## src/rtl/vga_timing_gen.sv

```systemverilog
// vga_timing_gen: parametrised VGA raster timing and framebuffer address
// generator. The address is produced combinationally from the raster
// counters. Sync, blank, strobes and row pass through a DELAY-deep register
// pipe, so they trail the address by DELAY clocks. That lag covers the
// framebuffer fetch latency.
module vga_timing_gen #(
  parameter int H_VIS   = 640,
  parameter int H_FP    = 16,
  parameter int H_SYNC  = 96,
  parameter int H_BP    = 48,
  parameter bit HPOL    = 1'b0,
  parameter int V_VIS   = 400,
  parameter int V_FP    = 12,
  parameter int V_SYNC  = 2,
  parameter int V_BP    = 35,
  parameter bit VPOL    = 1'b1,
  parameter int X_SHIFT = 1,
  parameter int Y_SHIFT = 1,
  parameter int ADDR_W  = 16,
  parameter int DELAY   = 1
) (
  input  logic              clk,
  input  logic              rst_n,
  output logic              hsync,
  output logic              vsync,
  output logic              blank,
  output logic [ADDR_W-1:0] addr,
  output logic              line_start,
  output logic              frame_start,
  output logic [9:0]        row
);

  localparam int H_TOT = H_VIS + H_FP + H_SYNC + H_BP;
  localparam int V_TOT = V_VIS + V_FP + V_SYNC + V_BP;

  // Bad geometry is caught at elaboration rather than producing a broken raster.
  if (H_TOT > 1024) begin : g_bad_htot
    $error("vga_timing_gen: H_TOT must be at most 1024");
  end
  if (V_TOT > 1024) begin : g_bad_vtot
    $error("vga_timing_gen: V_TOT must be at most 1024");
  end
  if ((H_VIS % (1 << X_SHIFT)) != 0) begin : g_bad_xshift
    $error("vga_timing_gen: H_VIS must be divisible by 2**X_SHIFT");
  end
  if ((DELAY < 1) || (DELAY > 4)) begin : g_bad_delay
    $error("vga_timing_gen: DELAY must be in 1..4");
  end

  localparam logic [9:0]  X_LAST   = 10'(H_TOT - 1);
  localparam logic [9:0]  Y_LAST   = 10'(V_TOT - 1);
  // Decode bounds are 11 bits wide because a porch edge can sit at 1024.
  localparam logic [10:0] X_VISEND = 11'(H_VIS);
  localparam logic [10:0] HS_START = 11'(H_VIS + H_FP);
  localparam logic [10:0] HS_END   = 11'(H_VIS + H_FP + H_SYNC);
  localparam logic [10:0] Y_VISEND = 11'(V_VIS);
  localparam logic [10:0] VS_START = 11'(V_VIS + V_FP);
  localparam logic [10:0] VS_END   = 11'(V_VIS + V_FP + V_SYNC);

  localparam int              LC_W    = (Y_SHIFT > 0) ? Y_SHIFT : 1;
  localparam logic [LC_W-1:0] LC_LAST = LC_W'((1 << Y_SHIFT) - 1);
  localparam logic [ADDR_W-1:0] STRIDE = ADDR_W'(H_VIS >> X_SHIFT);

  typedef struct packed {
    logic       hsync;
    logic       vsync;
    logic       blank;
    logic       line_start;
    logic       frame_start;
    logic [9:0] row;
  } stage_t;

  localparam stage_t STAGE_RST = '{
    hsync: ~HPOL, vsync: ~VPOL, blank: 1'b1,
    line_start: 1'b0, frame_start: 1'b0, row: 10'd0
  };

  logic [9:0]        x;
  logic [9:0]        y;
  logic [LC_W-1:0]   lc;
  logic [ADDR_W-1:0] row_base;
  logic              x_wrap;
  logic              y_wrap;
  logic              y_vis;
  stage_t            stage0;
  stage_t            pipe [DELAY];

  assign x_wrap = (x == X_LAST);
  assign y_wrap = (y == Y_LAST);
  assign y_vis  = ({1'b0, y} < Y_VISEND);

  // Raster counters: x every clock, y on each x wrap.
  // NOTE: all state updates use non-blocking assignments so every register
  // samples the values from before the edge, whatever the statement order.
  always_ff @(posedge clk or negedge rst_n) begin
    if (!rst_n) begin
      x <= '0;
      y <= '0;
    end else if (x_wrap) begin
      x <= '0;
      y <= y_wrap ? '0 : y + 10'd1;
    end else begin
      x <= x + 10'd1;
    end
  end

  // Row base advances by one stride every 2**Y_SHIFT visible lines and is
  // cleared at the end of the frame. The clear wins over the advance.
  always_ff @(posedge clk or negedge rst_n) begin
    if (!rst_n) begin
      lc       <= '0;
      row_base <= '0;
    end else if (x_wrap) begin
      if (y_wrap) begin
        lc       <= '0;
        row_base <= '0;
      end else if (y_vis) begin
        if (lc == LC_LAST) begin
          lc       <= '0;
          row_base <= row_base + STRIDE;
        end else begin
          lc <= lc + 1'b1;
        end
      end
    end
  end

  // The address is not pipelined. It leads the sync/blank pipe by DELAY clocks.
  assign addr = row_base + ADDR_W'(x >> X_SHIFT);

  // Stage-0 decode of sync, blank, strobes and row from the current counters.
  // NOTE: a default is assigned first so no path through this block can
  // leave a field unassigned and infer a latch.
  always_comb begin
    stage0             = STAGE_RST;
    stage0.hsync       = (({1'b0, x} >= HS_START) && ({1'b0, x} < HS_END)) ? HPOL : ~HPOL;
    stage0.vsync       = (({1'b0, y} >= VS_START) && ({1'b0, y} < VS_END)) ? VPOL : ~VPOL;
    stage0.blank       = ({1'b0, x} >= X_VISEND) || !y_vis;
    stage0.line_start  = (x == 10'd0);
    stage0.frame_start = (x == 10'd0) && (y == 10'd0);
    stage0.row         = y;
  end

  // DELAY-deep register pipe. Every output is taken straight from a flop.
  // NOTE: this small pipe is reset so the outputs are idle (blanked, sync
  // inactive) from the first clock after release. Large storage arrays would
  // normally be left unreset.
  always_ff @(posedge clk or negedge rst_n) begin
    if (!rst_n) begin
      for (int i = 0; i < DELAY; i++) pipe[i] <= STAGE_RST;
    end else begin
      pipe[0] <= stage0;
      for (int i = 1; i < DELAY; i++) pipe[i] <= pipe[i-1];
    end
  end

  assign hsync       = pipe[DELAY-1].hsync;
  assign vsync       = pipe[DELAY-1].vsync;
  assign blank       = pipe[DELAY-1].blank;
  assign line_start  = pipe[DELAY-1].line_start;
  assign frame_start = pipe[DELAY-1].frame_start;
  assign row         = pipe[DELAY-1].row;

endmodule

```

## config.mk

```make
export PLATFORM = sky130hd
export DESIGN_NAME = vga_timing_gen
export DESIGN_NICKNAME = d
export VERILOG_FILES = /design/src/rtl/vga_timing_gen.sv
export SDC_FILE = /design/constraint.sdc
export NUM_CORES = 1
export LEC_CHECK = 0
export ABC_AREA = 1
export BUFFER_PORTS_ARGS = -buffer_cell sky130_fd_sc_hd__buf_2
export CAP_MARGIN = 10
export CORE_AREA = 3 3 64 78
export DETAILED_ROUTE_END_ITERATION = 8
export DIE_AREA = 0 0 67 81
export PLACE_DENSITY = 0.78
export SLEW_MARGIN = 15
export SYNTH_ARGS = -nofsm -noshare
export SYNTH_HDL_FRONTEND = slang
export SYNTH_SLANG_ARGS = --single-unit
export TNS_END_PERCENT = 50
```

## constraint.sdc

```tcl
create_clock -name clk -period 1.95 [get_ports clk]
set_input_delay 0.39 -clock clk [delete_from_list [all_inputs] [get_ports clk]]
set_output_delay 0.39 -clock clk [all_outputs]
set_load 0.02 [all_outputs]
```

==> reports/qor.txt <==
relative slew slack - 66.8%
Core Footprint - 4290 µm²
initial antenna violation count - 0
Starting Density - 57.0%
reg-to-reg endpoint - row_base[14]$_DFFE_PN0P_
Port-buffer cells - 32
XOR/XNOR share of the synthesized area - 4.29%
number of global-route vias before repair - 2018
dpl ws - -0.0562 ns
Area Overhead vs Synth - 20.5%
Num CTS Buffers - 5
root buffer cell - clkbuf_8
failing checks - negative setup slack
die width - 67 µm
HP Class - input port to asynchronous set/reset pin
# nets final - 355
Worst Tran Pin Value - 0.498 ns
hpwl dp - 3.65 mm
drc violations - 0
GP Congestion - 0.883
Post-Synthesis Cells - 299
largest family of logic cells by synthesized area - simple AND/OR/NAND/NOR gates
setup slack, reg-to-reg - 0.22 ns
# clock sinks - 46
Yosys top cell area share - 45.0%
fin crit period - 2.19 ns
worst r2r src - row_base[7]$_DFFE_PN0P_
final instance area - 2950 µm²
Via Count - 2066
Worst Skew - 0.00543 ns
clock latency at the later pin of the worst-skew pair - 0.30 ns
share of total power in the clock network - 37.3%
top post-synthesis cells by count - 59 x nand2_1, 44 x dfrtp_1, 44 x nor2_1, 39 x inv_1
Ant. Diodes - 0
IO Pins - 33
GRT Total Usage - 20.6%
height of the chip - 81 µm
count of final setup violators - 8
Final Worst Setup Slack - -0.237 ns
Tcrit/Tclk final - 112%
DRT Wirelength - 5.06 mm
antenna viol nets, final - 0
CP max FO - 3
Critical Path Sink Type - output port
RSZ-0062 raised after global routing - yes
first drt pass iteration count - 4
Synthesized Nets - 309
Synth Area in Compound Gates - 6.23%
FMAX - 457 MHz
CTS Buffer Depth - 2
Pwr Total - 0.00156 W
clk slew on worst S/H paths - 0.09 ns
switching share of power - 22.3%
dominant cells by area after synthesis - dfrtp_1 45%, nand2_1 9.0%, nor2_1 6.7%, inv_1 6.0%, ha_1 4.1%
CTS tree - built
Yosys reg bits - 46
die area - 5430 µm²
Wirelength per Cell - 12.6 µm
Mapped Area - 2450 µm²
Hold Worst Slack - 0.0418 ns
combinational share of power - 1.5%
largest net degree at the start of global routing - 27
Post-synth top flop - dfrtp_1
critical path class - flip-flop to output port
Hold Buf Count CTS - 0
routed vias/inst - 5.14
syn_area_per_cell - 8.19 µm²
Filler Cell Count - 360
leak pwr - 1.61 nW
layout cell share with drive strength beyond 1 - 23.1%
post-synthesis mux area share - 0.409%
count of distinct cell types in the synthesized netlist - 32
maximum vdd ir drop - 0.456 mV
Startpoint Class - flip-flop
fin. max-slew vios - 0
fraction of registers with async set/reset - 100%
max cap viols - 0
synth warn - 0
iteration-0 DRC count of the detailed router - 77
register area share after synthesis - 47.1%
adder-cell area share of the yosys netlist - 4.09%
status - complete, but fails checks
Pwr per Cell Area - 527 nW/µm²
Final Hold Fails - 0
Switching Power - 0.000346 W
first-pass GRT wire length - 8.66 mm
Pint - 0.00121 W
placed standard-cell area - 2730 µm²
Arrival @ worst endpoint - 1.80 ns
cell count of the worst reg-to-reg path - 11
Worst EP required - 1.56 ns
Simple-Gate Fraction of Synth Area - 29.2%
Flop pwr share - 61.2%
post-synth top area cell - dfrtp_1
grt total ovfl - 0
count leader, synth - nand2_1
Post-synth EDFFs - 0
H-tree depth - 2
row count - 26
worst max-delay path by stage:
stage	startpoint	end	cells after the start
after floorplan	row_base[7]$_DFFE_PN0P_	addr[12]	9
after global placement	x[8]$_DFF_PN0_	addr[15]	11
after detailed placement	x[8]$_DFF_PN0_	addr[15]	11
after CTS	x[8]$_DFF_PN0_	addr[15]	11
after global routing	x[8]$_DFF_PN0_	addr[15]	11
final	row_base[7]$_DFFE_PN0P_	addr[15]	11
area by class of cell:
| cell class | count | area [µm²] | area share (%) |
|---|---|---|---|
| inverters | 41 | 156 | 5.30 |
| well taps | 56 | 70.1 | 2.37 |
| clock buffers | 5 | 68.8 | 2.33 |
| multi-input cells | 202 | 1140 | 38.8 |
| flip-flops and latches | 46 | 1150 | 39.1 |
| clock inverters | 3 | 21.3 | 0.721 |
| repair buffers | 49 | 335 | 11.4 |
critical path, cell delays in order, from the launching register on:
cell and delay [ns]:
dfrtp_1 0.42, ha_4 0.29, nand2_2 0.05, nand2_2 0.07, nand2_2 0.05, nand2_2 0.09
nand2_4 0.07, inv_4 0.07, nand2_4 0.05, o21ai_2 0.12, nand2_1 0.08, buf_6 0.13
power by group through the flow:
stage	registers, W	logic, W	clock network (W)
CTS	0.000953	0.0000251	0.000606
finish	0.000953	0.0000231	0.000580
floorplan	0.000972	0.000000000673	0
detailed placement	0.000972	0.0000250	0
global route	0.000953	0.0000273	0.000643
global placement	0.000972	0.0000245	0
routing by layer:
| layer | part of all wire [%] | global-route usage, % |
|---|---|---|
| met1 | 43 | 25.7 |
| met2 | 50 | 34.4 |
| met3 | 4.4 | 4.15 |
| met4 | 1.8 | 8.92 |
| met5 | 0 | 0 |
cell usage in the layout, fill, tap and decap left out, drive strengths merged:
cell      Yosys  layout
nand2        61      61
buf           5      49
nor2         45      45
dfrtp        44      44
inv          40      40
nand3        21      21
o21ai        18      18
nand4        11      11
xor2         10      10
nor3          8       8
a21oi         8       8
ha            8       8
clkbuf        5       5
nor4          3       3
clkinv        1       3
nand3b        2       2
dfstp         2       2
xnor2         2       2
o21bai        1       1
o2111ai       1       1
o22ai         1       1
mux2i         1       1
and3          1       1
clkinvlp      0       1
cell families (layout without fill, tap and decap cells):
kind of cell | count (synthesis) | after routing
muxes | 1 | 1
DFF | 46 | 46
AOI/OAI and AO/OA | 29 | 29
and+or+nand+nor | 152 | 152
adders and majority gates | 8 | 8
buffers and inverters | 51 | 98
xor gates and xnor gates | 12 | 12
through the flow:
stage,setup TNS [ns],utilization (%),cells
2_1_floorplan,0,-,299
3_3_place_gp,0,63.6,389
3_5_place_dp,-0.0562,63.6,389
4_1_cts,-1.48,67.3,401
5_1_grt,-2.17,68.7,402
6_report,-1.42,68.7,402
registers in the layout, summed over array words and instances (netlist names):
register	count
row	10
frame_start	1
hsync	1
y	10
lc	1
row_base	10
blank	1
x	10
line_start	1
vsync	1
repair_timing:
item                                    CTS  global route
pin swaps                                 3             6
gates resized for setup                  15            13
endpoints found under the setup margin    8             9
setup buffers                             4             1
Power figures use the tool's default switching activity.
